File: src/rtl/mem_load_stage.sv
`default_nettype none
// ============================================================================
// Module      : mem_load_stage
// Description : MEM pipeline stage for the 5-stage MIPS core. It works with a
//               request/response data port. It stalls for an outstanding load
//               response and buffers a response that arrives while WB is
//               stalled. After a flush it discards orphaned responses. It also
//               aligns load data (lb/lbu/lh/lhu/lw/lwl/lwr) and produces the
//               per-byte register write enables.
// Revision    : 1.0 - initial release
// ============================================================================
module mem_load_stage #(
    parameter int MAX_OUTSTANDING = 2,
    parameter int CNT_W           = $clog2(MAX_OUTSTANDING + 1)
) (
    input  logic        clk,
    input  logic        resetn,

    // EX -> MEM
    input  logic        es_to_ms_valid,
    output logic        ms_allowin,
    input  logic        es_req_sent,
    input  logic [2:0]  es_ld_op,
    input  logic        es_gr_we,
    input  logic [4:0]  es_dest,
    input  logic [31:0] es_result,
    input  logic [31:0] es_pc,
    input  logic        es_ex,
    input  logic [4:0]  es_excode,
    input  logic        es_eret,
    input  logic        es_bd,

    // data port response
    input  logic        data_data_ok,
    input  logic [31:0] data_rdata,

    // MEM -> WB
    input  logic        ws_allowin,
    output logic        ms_to_ws_valid,
    output logic [3:0]  ms_rf_we,
    output logic [4:0]  ms_dest,
    output logic [31:0] ms_final_result,
    output logic [31:0] ms_pc,
    output logic        ms_ex,
    output logic [4:0]  ms_excode,
    output logic        ms_eret,
    output logic        ms_bd,

    // forwarding / control
    output logic        ms_fwd_valid,
    output logic        ms_fwd_ready,
    output logic        ms_flush,
    input  logic        flush,
    output logic        ms_discard_busy
);

    typedef enum logic [1:0] {
        S_EMPTY = 2'd0,
        S_WAIT  = 2'd1,
        S_READY = 2'd2
    } state_t;

    localparam logic [2:0] c_LD_NONE = 3'd0;
    localparam logic [2:0] c_LD_W    = 3'd1;
    localparam logic [2:0] c_LD_B    = 3'd2;
    localparam logic [2:0] c_LD_BU   = 3'd3;
    localparam logic [2:0] c_LD_H    = 3'd4;
    localparam logic [2:0] c_LD_HU   = 3'd5;
    localparam logic [2:0] c_LD_WL   = 3'd6;
    localparam logic [2:0] c_LD_WR   = 3'd7;

    // Two spare bits so the flush arithmetic (+2 worst case) cannot wrap
    // before saturation is applied.
    localparam int                 c_SUM_W   = CNT_W + 2;
    localparam logic [c_SUM_W-1:0] c_SUM_MAX = c_SUM_W'(MAX_OUTSTANDING);
    localparam logic [CNT_W-1:0]   c_CNT_MAX = CNT_W'(MAX_OUTSTANDING);

    // state and latched EX bundle
    state_t             r_state;
    state_t             w_state_nxt;
    logic [2:0]         r_ld_op;
    logic               r_gr_we;
    logic [4:0]         r_dest;
    logic [31:0]        r_result;
    logic [31:0]        r_pc;
    logic               r_ex;
    logic [4:0]         r_excode;
    logic               r_eret;
    logic               r_bd;

    // early-response buffer and orphan counter
    logic               r_buf_valid;
    logic [31:0]        r_buf_data;
    logic [CNT_W-1:0]   r_discard_cnt;

    // combinational helpers
    logic               w_ms_valid;
    logic               w_wait_st;
    logic               w_is_load;
    logic               w_cnt_zero;
    logic               w_dec;
    logic               w_attr;
    logic               w_ready_go;
    logic               w_accept_es;
    logic [c_SUM_W-1:0] w_cnt_sum;
    logic [CNT_W-1:0]   w_cnt_nxt;
    logic [31:0]        w_rdata;
    logic [1:0]         w_lo;
    logic [7:0]         w_byte;
    logic [15:0]        w_half;
    logic [31:0]        w_aligned;
    logic [3:0]         w_rf_we;

    assign w_ms_valid = (r_state != S_EMPTY);
    assign w_wait_st  = (r_state == S_WAIT);
    assign w_is_load  = (r_ld_op != c_LD_NONE);
    assign w_cnt_zero = (r_discard_cnt == '0);

    // A response goes first to an outstanding orphan; only when none remain
    // can it belong to the load waiting here. Anything else is dropped.
    assign w_dec  = data_data_ok && !w_cnt_zero;
    assign w_attr = data_data_ok && w_cnt_zero && w_wait_st;

    // State register for the EMPTY / WAIT / READY occupancy machine
    always_ff @(posedge clk or negedge resetn) begin
        if (!resetn) begin
            r_state <= S_EMPTY;
        end else begin
            r_state <= w_state_nxt;
        end
    end

    // Handshake outputs and next-state selection
    always_comb begin
        w_ready_go     = !w_wait_st || w_attr;
        ms_allowin     = !w_ms_valid || (w_ready_go && ws_allowin);
        ms_to_ws_valid = w_ms_valid && w_ready_go && !flush;
        w_accept_es    = es_to_ms_valid && ms_allowin;
        w_state_nxt    = r_state;
        if (flush) begin
            w_state_nxt = S_EMPTY;
        end else if (w_accept_es) begin
            // only a load whose request actually went out has a response to wait for
            if ((es_ld_op != c_LD_NONE) && es_req_sent) begin
                w_state_nxt = S_WAIT;
            end else begin
                w_state_nxt = S_READY;
            end
        end else if (ms_allowin) begin
            w_state_nxt = S_EMPTY;
        end else if (w_attr) begin
            w_state_nxt = S_READY;
        end
    end

    // Capture the EX bundle whenever an instruction enters the stage
    always_ff @(posedge clk or negedge resetn) begin
        if (!resetn) begin
            r_ld_op  <= c_LD_NONE;
            r_gr_we  <= 1'b0;
            r_dest   <= 5'd0;
            r_result <= 32'd0;
            r_pc     <= 32'd0;
            r_ex     <= 1'b0;
            r_excode <= 5'd0;
            r_eret   <= 1'b0;
            r_bd     <= 1'b0;
        end else if (w_accept_es) begin
            r_ld_op  <= es_ld_op;
            r_gr_we  <= es_gr_we;
            r_dest   <= es_dest;
            r_result <= es_result;
            r_pc     <= es_pc;
            r_ex     <= es_ex;
            r_excode <= es_excode;
            r_eret   <= es_eret;
            r_bd     <= es_bd;
        end
    end

    // Hold a response that WB could not take in its arrival cycle
    always_ff @(posedge clk or negedge resetn) begin
        if (!resetn) begin
            r_buf_valid <= 1'b0;
            r_buf_data  <= 32'd0;
        end else if (flush) begin
            r_buf_valid <= 1'b0;
        end else if (w_attr && !ws_allowin) begin
            r_buf_valid <= 1'b1;
            r_buf_data  <= data_rdata;
        end else if (w_ms_valid && ms_allowin) begin
            r_buf_valid <= 1'b0;
        end
    end

    // Orphan count: decrement on every consumed response, and on flush add
    // the request(s) whose responses will now arrive with no owner.
    always_comb begin
        w_cnt_sum = {2'b00, r_discard_cnt} - c_SUM_W'(w_dec);
        if (flush) begin
            w_cnt_sum = w_cnt_sum
                      + c_SUM_W'(w_wait_st && !w_attr)
                      + c_SUM_W'(es_to_ms_valid && es_req_sent && ms_allowin);
        end
        if (w_cnt_sum > c_SUM_MAX) begin
            w_cnt_nxt = c_CNT_MAX;
        end else begin
            w_cnt_nxt = w_cnt_sum[CNT_W-1:0];
        end
    end

    // Orphan counter register
    always_ff @(posedge clk or negedge resetn) begin
        if (!resetn) begin
            r_discard_cnt <= '0;
        end else begin
            r_discard_cnt <= w_cnt_nxt;
        end
    end

    // Load data alignment from the buffered or live response word
    always_comb begin
        w_rdata = r_buf_valid ? r_buf_data : data_rdata;
        w_lo    = r_result[1:0];
        case (w_lo)
            2'd0:    w_byte = w_rdata[7:0];
            2'd1:    w_byte = w_rdata[15:8];
            2'd2:    w_byte = w_rdata[23:16];
            default: w_byte = w_rdata[31:24];
        endcase
        w_half    = w_lo[1] ? w_rdata[31:16] : w_rdata[15:0];
        w_aligned = w_rdata;
        case (r_ld_op)
            c_LD_B:  w_aligned = {{24{w_byte[7]}}, w_byte};
            c_LD_BU: w_aligned = {24'd0, w_byte};
            c_LD_H:  w_aligned = {{16{w_half[15]}}, w_half};
            c_LD_HU: w_aligned = {16'd0, w_half};
            c_LD_WL: begin
                case (w_lo)
                    2'd0:    w_aligned = {w_rdata[7:0],  24'd0};
                    2'd1:    w_aligned = {w_rdata[15:0], 16'd0};
                    2'd2:    w_aligned = {w_rdata[23:0], 8'd0};
                    default: w_aligned = w_rdata;
                endcase
            end
            c_LD_WR: begin
                case (w_lo)
                    2'd0:    w_aligned = w_rdata;
                    2'd1:    w_aligned = {8'd0,  w_rdata[31:8]};
                    2'd2:    w_aligned = {16'd0, w_rdata[31:16]};
                    default: w_aligned = {24'd0, w_rdata[31:24]};
                endcase
            end
            c_LD_W:  w_aligned = w_rdata;
            default: w_aligned = w_rdata;
        endcase
    end

    // Per-byte write enables: lwl/lwr only touch the bytes they merge
    always_comb begin
        w_rf_we = {4{r_gr_we}};
        if (r_ld_op == c_LD_WL) begin
            w_rf_we = {1'b1, w_lo != 2'd0, w_lo[1], w_lo == 2'd3};
        end else if (r_ld_op == c_LD_WR) begin
            w_rf_we = {w_lo == 2'd0, !w_lo[1], w_lo != 2'd3, 1'b1};
        end
    end

    assign ms_rf_we        = w_ms_valid ? w_rf_we : 4'd0;
    assign ms_dest         = r_dest;
    assign ms_final_result = w_is_load ? w_aligned : r_result;
    assign ms_pc           = r_pc;
    assign ms_ex           = w_ms_valid && r_ex;
    assign ms_excode       = w_ms_valid ? r_excode : 5'd0;
    assign ms_eret         = w_ms_valid && r_eret;
    assign ms_bd           = w_ms_valid && r_bd;
    assign ms_fwd_valid    = w_ms_valid && r_gr_we;
    assign ms_fwd_ready    = w_ms_valid && w_ready_go;
    assign ms_flush        = w_ms_valid && (r_ex || r_eret);
    assign ms_discard_busy = !w_cnt_zero || (r_discard_cnt == c_CNT_MAX);

endmodule
`default_nettype wire
File: config.mk
export PLATFORM = sky130hd
export DESIGN_NAME = mem_load_stage
export DESIGN_NICKNAME = d
export VERILOG_FILES = /design/src/rtl/mem_load_stage.sv
export SDC_FILE = /design/constraint.sdc
export NUM_CORES = 1
export LEC_CHECK = 0
export BUFFER_PORTS_ARGS = -buffer_cell sky130_fd_sc_hd__buf_2
export CELL_PAD_IN_SITES_DETAIL_PLACEMENT = 0
export CELL_PAD_IN_SITES_GLOBAL_PLACEMENT = 2
export CORE_MARGIN = 2
export CORE_UTILIZATION = 33
export DETAILED_ROUTE_END_ITERATION = 8
export MAX_ROUTING_LAYER = met4
export PLACE_DENSITY = 0.76
export SLEW_MARGIN = 20
export SYNTH_ARGS = -nofsm -noshare
export SYNTH_HDL_FRONTEND = slang
export SYNTH_SLANG_ARGS = --single-unit
File: constraint.sdc
create_clock -name clk -period 2.3 [get_ports clk]
set_input_delay 0.46 -clock clk [delete_from_list [all_inputs] [get_ports clk]]
set_output_delay 0.46 -clock clk [all_outputs]
set_load 0.05 [all_outputs]
**Yosys cells after proc, flatten, opt, wreduce, memory -nomap -nowiden**

Cells that the tools add are included.
Widths: inputs -> output; s select.

- Register bits: 118
- Latch bits: 0
- Memory bits (writable): 0
- Bits in read-only memories: 0
- Word-level logic and storage cells: 89
- Memories kept: 0

- Add/sub/neg operators: 3
- Multipliers: 0
- Divide/modulo/power cells: 0
- Order comparisons: 1
- Equal/unequal tests: 12
- Shift-type cells: 0
- Multiplexer cells: 21
- Bitwise logic cells: 1
- Reductions and logical operators: 38

Operators with widths:

| cell | number |
|---|---|
| $pmux 32 s3 | 2 |
| $pmux 32 s6 | 1 |
| $mux 32 | 2 |
| $pmux 8 s3 | 1 |
| $logic_and 1x1->1 | 18 |
| $mux 16 | 1 |
| $mux 4 | 4 |
| $eq 3x3->1 const B | 4 |
| $mux 2 | 6 |
| $reduce_bool 3->1 | 3 |
| $logic_not 1->1 | 7 |
| $eq 2x2->1 const B | 3 |
| $eq 3x2->1 const B | 2 |
| $mux 5 | 1 |
| $add 3x2->4 | 1 |
| $add 4x1->4 | 1 |
| $eq 2x1->1 const B | 2 |
| $gt 4x2->1 const B | 1 |
| $logic_not 2->1 | 2 |
| $logic_or 1x1->1 | 4 |
| $reduce_bool 2->1 | 2 |
| $reduce_bool 4->1 | 1 |
| $mux 1 | 3 |
| $sub 2x1->3 | 1 |
| other kinds (3) | 3 |

**Longest topological paths before layout**

- Depth in word-level cells: 11
- Gate-level depth with buffers: 11
- Gate-level depth less buffers: 11

**Worst setup path before layout**

OpenSTA, ideal clock, no wires.

- Kind: register -> output
- Start: register r_result[1]
- End: output port ms_final_result[0]
- Data arrival time: 2.428 ns
- Data required time: 1.840 ns
- Setup slack: -0.588 ns
- Cell stages (with the launch flop): 8
- Cell sequence: dfrtp_1 -> buf_2 -> buf_4 -> mux4_2 -> mux2i_1 -> a21oi_1 -> a211oi_1 -> a221oi_1

- Cells in the longest elaborated chain, start to end: 4

Ends and longest elaborated chain:

| what | RTL line | RTL |
|---|---|---|
| start: declaration | 84 | `logic [31:0] r_result;` |
| start signal: assignment | 172 | `r_result <= es_result;` |
| $eq 2x2->1, or another cell as far along | 225, 239, 247 |  |
| $pmux 32 s3, or another cell as far along | 247 | `case (w_lo)` |
| $pmux 32 s6 (*) | 233 | `case (r_ld_op)` |
| $mux 32 (*) | 271 | `assign ms_final_result = w_is_load ? w_aligned : r_result;` |
| end: declaration | 42 | `output logic [31:0] ms_final_result,` |

Mark *: on every way between the ends. The rest lies on a longest branch, timed or not.

**Worst setup path after layout**

- Start: register r_result[0]
- End: output port ms_final_result[30]

The elaborated chain is that of the path after synthesis.

==> key figures <==
Logic synthesis
  • Register bit total from synthesis: 118
  • Seq/Total Area, Yosys: 0.4110
  • Cells after synthesis: around 630
  • Post-synth EDFFs: 0
  • Ys async rst share: 1.000
  • Post-synthesis average cell area: ~11 um^2
  • Cell Area, Synth: 7184 um^2
  • Leading area contributor after synthesis: dfrtp_1
  • Synth area leaders: dfrtp_1 41%, mux2_2 17%, mux2i_1 5.7%
  • Synth top cells by count: 118 x dfrtp_1, 111 x mux2_2, 47 x nor2_1, 41 x mux2i_1, 34 x nand2_1
  • Syn Nets: 753
  • Primary FF master, synth: dfrtp_1
  • Synth unique cells: 65
  • Post-synth top area share: 0.4110
  • Top-count cell post-synth: dfrtp_1
  • Synth warnings: 0

Power
  • Sw frac: 0.4457
  • Pwr Density: roughly 1100 nW/um^2
  • Internal: approximately 7.3 mW
  • Clock Power Share: 0.202
  • Logic pwr share: 0.570
  • Psw: 5.894 mW
  • Power share of the sequential group: 0.228
  • Max IR drop VDD: about 0.57 mV
  • Leakage: roughly 5.1 nW

Flow run
  • Max Cap Viol: 0

Worst setup path
  • Slowest stage cell, crit path: mux4_2
  • FF-to-FF Start: r_discard_cnt[1]$_DFF_PN0_
  • WP data required: about 1.8 ns
  • Worst-case reg-to-reg path depth: 10
  • R2r endpoint: r_discard_cnt[0]$_DFF_PN0_
  • CP Launch Point: r_result[0]$_DFFE_PN0P_
  • Arrival @ worst endpoint: 2.47 ns
  • R2r setup slk: about 0.18 ns
  • Max incr delay on CP: approximately 0.53 ns
  • Critical path endpoint: ms_final_result[30]
  • Crit-path cells: buf_12 -> buf_8 -> mux4_2 -> mux2i_4 -> nor2_1 -> o32a_1 -> buf_6
  • Crit path launch type: flop
  • Worst-path fanout max: 6
  • CP Class: reg2out
  • CP Capture Type: primary output

Clock network
  • Worst-path clk slew: about 0.06 ns
  • # clock sinks: 118
  • H-tree levels: 4
  • Clk buf depth: 2
  • Clock latency on the worst-skew pair: between 0.4 and 0.5 ns
  • TritonCTS Buffers: 17
  • CTS tree: done
  • Clock root buffer: clkbuf_16

Timing
  • Final cycle utilization of the critical path: 1.274
  • Minimum clock period: a little under 3 ns
  • Worst Tran Pin Value: slightly above 0.5 ns
  • Setup ws final: -0.6308 ns
  • Max-slew violation count: 0
  • Finish-stage setup viols: 32
  • RSZ-0062 raised after global routing: true
  • WHS: approximately 0.26 ns
  • Final hold vios: 0
  • Headroom to the max-slew limit: 0.6607
  • Skew final: between 0.009 and 0.01 ns
  • Max Clock Freq: between 0.3 and 0.4 GHz

Global route
  • Initial antenna violation count: 0
  • First-pass GRT wire length: slightly below 40000 um
  • Gr ovfl total: 0
  • Largest net degree at the start of global routing: 60
  • Vias in the first global route: 7183
  • GRT Total Usage: 0.2294

Route
  • Pre-Repair DR Iteration Count: 5
  • Initial DRC Count: between 200 and 250
  • Post-DRT Antenna Nets: 0
  • Routed WL: approximately 25000 um
  • Vias per cell: between 5 and 6
  • DR WL/cell: between 20 and 25 um
  • Vias: roughly 6600
  • DRC viols: 0

Placed design
  • Pre-CTS setup slack: -0.5205 ns
  • Post-placement cell area: 9915 um^2
  • IO Port Bufs: roughly 210
  • Global placement routability congestion: 0.8938
  • DPL Wire Length: 19430 um

Min path
  • Min-delay src: es_gr_we
  • Min-delay worst type: in2reg

Floorplanning
  • Die extent in y: 151.6 um
  • Core ar.: approximately 21000 um^2
  • Row cnt: 53
  • Initial Util: 0.3386
  • I/O pin count: 207
  • Die width: around 150 um
  • Die ar.: between 20000 and 25000 um^2

Final layout
  • Layout fillers: 1911
  • Final Instance Area: between 10000 and 15000 um^2
  • Final Net Count: roughly 1100
  • Area growth from synthesis to layout: 61.02%
  • # diodes: 0
  • Fraction of layout cells with a size suffix above 1: 0.6762

Outcome
  • Failing checks: negative setup slack
  • Status: finished with violations
-- power by group through the flow --
| stage | combinational [mW] | clock [mW] | sequential, mW |
|---|---|---|---|
| 3_3_place_gp | 6.49 | 0 | 2.98 |
| 3_5_place_dp | 6.54 | 0 | 3.02 |
| 5_1_grt | 7.94 | 2.83 | 3.08 |
| 6_report | 7.53 | 2.67 | 3.02 |
| 2_1_floorplan | 3.97 | 0 | 3.47 |
| 4_1_cts | 7.12 | 2.73 | 3.00 |
-- critical path: cells and delay by family (launching register included) --
family	cells	cell delay (ns)
muxes	2	0.76
buffers and inverters	3	0.44
DFF	1	0.41
AOI/OAI and AO/OA	1	0.37
and+or+nand+nor	1	0.06
-- cells by family after synthesis --
| group | synth area share |
|---|---|
| muxes | 0.3079 |
| AOI/OAI and AO/OA | 0.1355 |
| and+or+nand+nor | 0.08830 |
| DFF | 0.4110 |
| buffers and inverters | 0.04928 |
| adders and majority gates | 0.008012 |
-- placed cells by master (no fill, tap or decap), drive strengths merged, types with 2 or more instances in the layout --
master,Yosys,routed
buf,32,361
mux2,122,122
inv,20,31
a32oi,12,12
nor2,48,48
nor3b,2,2
and2,5,5
mux4,18,18
o32ai,2,2
clkinv,1,3
and3,2,2
a22oi,4,4
nor3,5,5
nand3,6,6
clkinvlp,0,2
clkbuf,11,19
o211ai,3,3
or2,3,3
a211oi,10,10
nand2,35,35
a221oi,10,10
a21oi,34,34
and4b,2,2
dfrtp,118,118
o22ai,6,6
o31ai,2,2
o21ai,22,22
nand2b,3,3
mux2i,42,42
nor2b,15,15
ha,3,3
or3,2,2
a31oi,4,4
a222oi,5,5
o32a,7,7
-- registers in the layout, indices dropped and copies added (netlist names) --
signal	count
r_buf_valid	1
r_state	2
r_eret	1
r_discard_cnt	2
r_bd	1
r_ex	1
r_gr_we	1
r_result	32
r_buf_data	32
r_excode	5
ms_pc	32
ms_dest	5
r_ld_op	3
-- worst min path at each step --
stage,to,slack [ns],cells after the start
floorplan,ms_dest[0]$_DFFE_PN0P_,0.16,0
global placement,r_buf_data[14]$_DFFE_PN0P_,0.32,1
detailed placement,r_buf_data[14]$_DFFE_PN0P_,0.33,1
CTS,r_gr_we$_DFFE_PN0P_,0.25,2
global route,ms_pc[19]$_DFFE_PN0P_,0.25,2
finish,r_gr_we$_DFFE_PN0P_,0.26,2
-- through the flow --
stage	util	std cells	power [mW]	TNS, ns
finish	0.5452	1257	13.22	-17.58
global route	0.5452	1257	13.85	-20.35
CTS	0.5195	1243	12.85	-18.86
detailed placement	0.4672	1201	9.560	-8.063
global placement	0.4672	1201	9.464	-7.261
floorplan	-	629	7.440	-1.015
-- final cells by class --
class | instances | area (um^2) | share of cell area
clock inverters | 15 | 157.7 | 0.01363
flip-flops and latches | 118 | 2959 | 0.2558
multi-input cells | 446 | 4792 | 0.4142
inverters | 22 | 90.09 | 0.007787
clock buffers | 17 | 425.4 | 0.03677
repair buffers | 364 | 2800 | 0.2421
well taps | 275 | 344.1 | 0.02974
-- layer usage --
| layer | vias to the layer above | track usage | share of wire |
|---|---|---|---|
| li1 | 3057 | - | - |
| met1 | 3313 | 0.2629 | 0.41 |
| met2 | 182 | 0.4106 | 0.53 |
| met3 | 25 | 0.04341 | 0.042 |
| met4 | 0 | 0.06435 | 0.020 |
| met5 | - | - | 0 |
-- what timing repair did --
item / in CTS / in global routing
pin swaps: 19 / 43
setup endpoints to repair: 36 / 38
cloned: 1 / 2
hold buffers: 1 / 0
setup buffers: 8 / 14
resized for setup: 105 / 101
hold endpoints to repair: 10 / 0
No activity file was read; power rests on OpenSTA's default activity.
